## src/rtl/uart_tx_buffer.sv

```systemverilog
// Buffered transmit front-end: a synchronous FIFO drained one frame at a time
// into uart_tx through its tx_en / tx_busy handshake.
module uart_tx_buffer #(
  parameter int DATABITS = 8,
  parameter int DEPTH    = 16,
  parameter int CNT_W    = $clog2(DEPTH) + 1
) (
  input  logic                clk,
  input  logic                reset,
  input  logic                wr_en,
  input  logic [DATABITS-1:0] wr_data,
  input  logic                flush,
  output logic                full,
  output logic                empty,
  output logic [CNT_W-1:0]    count,
  output logic                overflow,
  input  logic                tx_busy,
  output logic                tx_en,
  output logic [DATABITS-1:0] tx_data_out,
  output logic                frame_done
);

  localparam int PTR_W = $clog2(DEPTH);

  localparam logic [1:0] ST_IDLE = 2'd0;
  localparam logic [1:0] ST_REQ  = 2'd1;
  localparam logic [1:0] ST_BUSY = 2'd2;

  logic [DATABITS-1:0] mem_r [DEPTH];
  logic [PTR_W-1:0]    wr_ptr_r;
  logic [PTR_W-1:0]    rd_ptr_r;
  logic [CNT_W-1:0]    count_r;
  logic [CNT_W-1:0]    count_next_s;
  logic                full_r;
  logic                empty_r;
  logic                overflow_r;
  logic                tx_en_r;
  logic                frame_done_r;
  logic [DATABITS-1:0] tx_data_r;
  logic [1:0]          state_r;
  logic [1:0]          state_next_s;
  logic                wr_accept_s;
  logic                wr_drop_s;
  logic                pop_s;
  logic                done_s;

  // Write/pop qualification; flush silently swallows both.
  always_comb begin
    wr_accept_s = wr_en & ~full_r & ~flush;
    wr_drop_s   = wr_en &  full_r & ~flush;
    pop_s       = (state_r == ST_IDLE) & ~empty_r & ~flush;
    done_s      = (state_r == ST_BUSY) & ~tx_busy;
  end

  // Next occupancy, net of a same-cycle write and pop.
  always_comb begin
    count_next_s = count_r;
    if (flush) begin
      count_next_s = {CNT_W{1'b0}};
    end else if (wr_accept_s && !pop_s) begin
      count_next_s = count_r + CNT_W'(1);
    end else if (!wr_accept_s && pop_s) begin
      count_next_s = count_r - CNT_W'(1);
    end else begin
      count_next_s = count_r;
    end
  end

  // Handshake sequencer: a stale tx_busy in REQ is taken as the acknowledge.
  always_comb begin
    state_next_s = state_r;
    case (state_r)
      ST_IDLE: begin
        if (pop_s) state_next_s = ST_REQ;
        else       state_next_s = ST_IDLE;
      end
      ST_REQ: begin
        if (tx_busy) state_next_s = ST_BUSY;
        else         state_next_s = ST_REQ;
      end
      ST_BUSY: begin
        if (!tx_busy) state_next_s = ST_IDLE;
        else          state_next_s = ST_BUSY;
      end
      default: state_next_s = ST_IDLE;
    endcase
  end

  // FIFO storage; contents need no reset since the pointers gate every read.
  always_ff @(posedge clk) begin
    if (wr_accept_s) begin
      mem_r[wr_ptr_r] <= wr_data;
    end
  end

  // Pointers, occupancy flags, FSM and all registered outputs.
  always_ff @(posedge clk) begin
    if (!reset) begin
      wr_ptr_r     <= {PTR_W{1'b0}};
      rd_ptr_r     <= {PTR_W{1'b0}};
      count_r      <= {CNT_W{1'b0}};
      full_r       <= 1'b0;
      empty_r      <= 1'b1;
      overflow_r   <= 1'b0;
      state_r      <= ST_IDLE;
      tx_en_r      <= 1'b0;
      tx_data_r    <= {DATABITS{1'b0}};
      frame_done_r <= 1'b0;
    end else begin
      if (flush) begin
        wr_ptr_r <= {PTR_W{1'b0}};
        rd_ptr_r <= {PTR_W{1'b0}};
      end else begin
        if (wr_accept_s) wr_ptr_r <= wr_ptr_r + PTR_W'(1);
        if (pop_s)       rd_ptr_r <= rd_ptr_r + PTR_W'(1);
      end
      if (pop_s) begin
        tx_data_r <= mem_r[rd_ptr_r];
      end
      count_r      <= count_next_s;
      full_r       <= (count_next_s == CNT_W'(DEPTH));
      empty_r      <= (count_next_s == {CNT_W{1'b0}});
      overflow_r   <= wr_drop_s;
      state_r      <= state_next_s;
      tx_en_r      <= (state_next_s == ST_REQ);
      frame_done_r <= done_s;
    end
  end

  assign full        = full_r;
  assign empty       = empty_r;
  assign count       = count_r;
  assign overflow    = overflow_r;
  assign tx_en       = tx_en_r;
  assign tx_data_out = tx_data_r;
  assign frame_done  = frame_done_r;

endmodule

```

## config.mk

```make
export PLATFORM = sky130hd
export DESIGN_NAME = uart_tx_buffer
export DESIGN_NICKNAME = d
export VERILOG_FILES = /design/src/rtl/uart_tx_buffer.sv
export SDC_FILE = /design/constraint.sdc
export NUM_CORES = 1
export LEC_CHECK = 0
export CAP_MARGIN = 10
export CORE_UTILIZATION = 50
export CTS_CLUSTER_SIZE = 20
export DETAILED_ROUTE_END_ITERATION = 8
export GPL_ROUTABILITY_DRIVEN = 0
export PLACE_DENSITY_LB_ADDON = 0.25
export SETUP_SLACK_MARGIN = 0.2
export SKIP_CTS_REPAIR_TIMING = 1
export SYNTH_ARGS = -nofsm -noshare
export SYNTH_HDL_FRONTEND = slang
export SYNTH_SLANG_ARGS = --single-unit
```

## constraint.sdc

```tcl
create_clock -name clk -period 2.3 [get_ports clk]
set_clock_uncertainty 0.1 [all_clocks]
set_input_delay 0.46 -clock clk [delete_from_list [all_inputs] [get_ports clk]]
set_output_delay 0.46 -clock clk [all_outputs]
set_load 0.005 [all_outputs]
```

==> Word level (Yosys, flattened, before mapping) <==
Memory sizes are Yosys's and may differ from the RTL's. A register that Yosys moved wholly into a read port is not among the register bits.
Index checks and enable logic that the tools add are counted.
W data, S select, Z words.
{ "totals": {"ff_bits": 20, "ram_bits": 128, "in_bits": 13, "word_cells": 47, "memories": 1} }
{ "memory_table": {"columns": ["memory", "words", "width", "rd", "rd_ports_with_merged_regs", "wr", "line", "source"], "rows": [
  ["mem_r", 16, 8, 1, 1, 1, "29", "logic [DATABITS-1:0] mem_r [DEPTH];"]
]} }
{ "classes": {"n_addsub": 4, "eq_ne": 4, "muxes": 9, "bitwise_logic": 12, "n_reduce_logical": 8} }
{ "op_table": {"columns": ["op", "n"], "rows": [
  ["$mux W5", 3],
  ["$add A4 B1 Y4 const B", 2],
  ["$and A1 B1 Y1", 7],
  ["$pmux W2 S3", 1],
  ["$add A5 B1 Y5 const B", 1],
  ["$eq A5 B5 Y1 const B", 1],
  ["$logic_not A5 Y1", 1],
  ["$not A1 Y1", 5],
  ["$sub A5 B1 Y5 const B", 1],
  ["$eq A2 B1 Y1 const B", 2],
  ["$mux W2", 2],
  ["$logic_not A1 Y1", 3],
  ["$mux W1", 3],
  ["$eq A2 B2 Y1 const B", 1],
  ["$logic_and A1 B1 Y1", 2],
  ["$logic_not A2 Y1", 1],
  ["$reduce_or A2 Y1", 1]
]} }

==> Depth between registers and ports, before layout <==
{ "logic_depth": {"depth_word": 9, "ltp_mapped": 7, "mapped_depth_nobuf": 7} }

==> Worst setup path before layout <==
OpenSTA, ideal clock, no wires.
{ "synth_timing": {"path_kind": "input port to flip-flop", "startpoint": "input flush", "endpoint": "memory mem_r[3][0], enable pin", "t_arrival_ns": 1.828, "t_required_ns": 1.817, "slack_ns": -0.012, "path_stages": 4, "cell_sequence": "buf_6 -> nor3b_1 -> nand2_1 -> nor3_1"} }
{ "synth_via": {"elab_chain_cells": 4} }
{ "synth_rtl": {"columns": ["item", "line", "source"], "rows": [
  ["start: declaration", "12", "input logic flush,"],
  ["$not A1 Y1", "49", "wr_accept_s = wr_en & ~full_r & ~flush;"],
  ["$and A1 B1 Y1", "49", null],
  ["$mux W1", "91", "if (wr_accept_s) begin"],
  ["$mux W1 (implied by the code)", "92", "mem_r[wr_ptr_r] <= wr_data;"],
  ["end: declaration", "29", null]
]} }
Every way passes these cells.

==> Final worst setup path <==
{ "layout_timing": {"startpoint": "register count_r[2] (netlist: count[2])", "endpoint": "output count[2]"} }
{ "layout_lines": {"columns": ["item", "line", "source"], "rows": [
  ["start: declaration", "32", "logic [CNT_W-1:0] count_r;"],
  ["start signal: assignment", "101", "count_r <= {CNT_W{1'b0}};"],
  ["start signal: assignment", "120", "count_r <= count_next_s;"],
  ["end: declaration", "15", "output logic [CNT_W-1:0] count,"]
]} }
No word-level cell between the ends.

==> impl_metrics.tcl <==
set metrics [dict create \
    cts_made_buffers 17 \
    setup-violations-final 0 \
    dpl.hpwl_um 7770 \
    use_met1 0.275 \
    synthFlopType "edfxtp_1" \
    die_w_um 113 \
    rows 40 \
    critPathMaxStageDelay_ns 0.56 \
    status "finished clean" \
    grt.busiest_layer "met2" \
    syn_area_sq_mm 0.00617 \
    postSynthCellCount 361 \
    routedWlPerCell_um 20.7 \
    grtUsageMet3 0.0482 \
    drc 0 \
    ir_worst_vdd_mv 0.680 \
    dr.pass1.iters 6 \
    max-slew-margin-rel 0.616 \
    power_leakage_uw 0.00255 \
    grt_setup_unrepaired "no" \
    grt_pass1_wl_um 19400 \
    synth_top_cell_by_area "edfxtp_1" \
    antennaDiodeCount 0 \
    hold_viol 0 \
    cp_data_required_time_ns 1.74 \
    grt_pass1_vias 3539 \
    cp_top_family "buffers and inverters" \
    ys_seq_area_frac 0.714 \
    arrival_ns 1.47 \
    worstSkewPairLatency_ns 0.43 \
    cap_violations 0 \
    portBuffers 30 \
    drive_gt1_frac 0.274 \
    die_area_sq_mm 0.0128 \
    fin_crit_sh 0.882 \
    area_delta_synth_final_pct 23.1 \
    io-pin-count 31 \
    root_buffer "clkbuf_16" \
    cts_tree "yes" \
    critPathSlowestCell "clkdlybuf4s50_1" \
    crit_chain "clkdlybuf4s50_1" \
    worstSetupPathType "register to output pin" \
    end_kind "output pin" \
    crit_fanout 6 \
    power_density_mw_per_mm2 817 \
    ys.warnings.count 0 \
    fmax_mhz 493 \
    ant_nets 0 \
    die_h_um 113 \
    core_sq_mm 0.0120 \
    cts_num_sinks 156 \
    ys_async_sr_fraction 0 \
    slew_viol_final 0 \
    clk_pin_slew_ns 0.06 \
    worstMarginPinSlew_ns 0.574 \
    synth_seq_cells 156 \
    critPathBufInv 1 \
    fin_cells 596 \
    grt_util_met2 0.344 \
    fin_nets 456 \
    synth_top_cells_by_area "edfxtp_1, mux4_2, dfxtp_1, a22oi_1, a21oi_1" \
    antenna_found_initial 0 \
    drt_iter0_markers 292 \
    cts_max_path_buffers 2 \
    startpoint_type "register" \
    ys_types 43 \
    ctsHtreeMaxLevel 4 \
    grt_max_degree 36 \
    layout_setup_ws_ns 0.270 \
    hold_class "input pin to register" \
    grt-ovfl-total 0 \
    avgViaCountPerCell 5.72 \
    syn_nets 381 \
    synth_top_cells_by_count "edfxtp_1, mux4_2, dfxtp_1, nor2_1, a21oi_1" \
    yosysTopAreaCellShare 0.623 \
    start_util 0.513 \
    synth-edff-count 128 \
    syn-mean-instance-area_sq_um 17.1 \
    track_usage 0.213 \
    pre_cts_ws_ns -0.220 \
    placed_cells 557 \
    routed_wl_um 12300 \
    period_needed_ns 2.03 \
    post-synth-top-count-cell "edfxtp_1" \
    via_count 3412 \
]
[registers in the layout (all words and copies together), names as in the netlist]
signal	cells
count	5
rd_ptr_r	4
wr_ptr_r	4
tx_en	1
state_r	2
empty	1
frame_done	1
full	1
tx_data_out	8
mem_r	128
overflow	1
[metrics by stage]
stage | area (sq um) | utilization | total power, uW | hold slack [ns] | setup TNS (ns)
2_1_floorplan | 6180 | - | 3280 | 0.378 | 0
3_3_place_gp | 6890 | 0.573 | 3400 | 0.369 | -11.58
3_5_place_dp | 6890 | 0.573 | 3410 | 0.381 | -9.14
4_1_cts | 7490 | 0.624 | 6230 | 0.393 | 0
5_1_grt | 7590 | 0.632 | 6380 | 0.397 | 0
6_report | 7590 | 0.632 | 6210 | 0.383 | 0
[cell families after synthesis]
logic type	Yosys count	synth area share
compound gates	52	0.0562
xor+xnor	8	0.0114
fa+ha+maj	7	0.0142
buf+inv	28	0.0215
flops	156	0.714
mux	32	0.117
simple gates	78	0.0657
[power by group]
| part | internal [uW] | switching [uW] | leakage (uW) | total [uW] |
|---|---|---|---|---|
| registers | 3080 | 20.0 | 0.00138 | 3100 |
| logic | 127 | 138 | 0.000884 | 266 |
| clock network | 1790 | 1050 | 0.000289 | 2840 |
| total | 4990 | 1210 | 0.00255 | 6210 |
[cell type report]
type | instances | area, sq um
Clock inverter | 15 | 179
Tap cell | 147 | 184
Inverter | 6 | 22.5
Clock buffer | 17 | 425
Sequential cell | 156 | 4410
Timing Repair Buffer | 78 | 709
Fill cell | 849 | 4420
Multi-Input combinational cell | 177 | 1670
[worst paths after layout]
kind | startpoint | slack (ns) | cells after the start | end
max | count[2] | 0.27 | 1 | count[2]
min | flush | 0.38 | 3 | count[2]
max reg2reg | rd_ptr_r[0] | 0.30 | 7 | tx_data_out[4]
min reg2reg | tx_data_out[1] | 0.39 | 2 | tx_data_out[1]
[layer usage]
layer / wire [um] / vias up
li1: - / 1574
met5: 0 / -
met3: 597 / 20
met2: 6260 / 95
met1: 5200 / 1723
met4: 281 / 0
[cells in the final DEF, fill, tap and decap left out, types with 3 or more instances in the layout]
cell | netlist | layout
nor3_1 | 7 | 4
bufinv_16 | 0 | 4
a21oi_1 | 22 | 22
clkinv_2 | 0 | 3
nand3_1 | 3 | 3
clkinv_1 | 0 | 4
buf_4 | 0 | 44
clkbuf_16 | 0 | 18
a221oi_1 | 3 | 3
nand4_1 | 3 | 3
mux4_2 | 32 | 32
nand2_1 | 13 | 13
nand2b_1 | 4 | 4
inv_1 | 6 | 5
xor2_1 | 6 | 6
dfxtp_1 | 28 | 26
edfxtp_1 | 128 | 128
nor3_2 | 0 | 3
and2_1 | 3 | 3
clkdlybuf4s50_1 | 0 | 29
nor2_1 | 28 | 28
ha_1 | 7 | 6
o21ai_0 | 3 | 3
a22oi_1 | 16 | 16
Power figures use the tool's default switching activity.
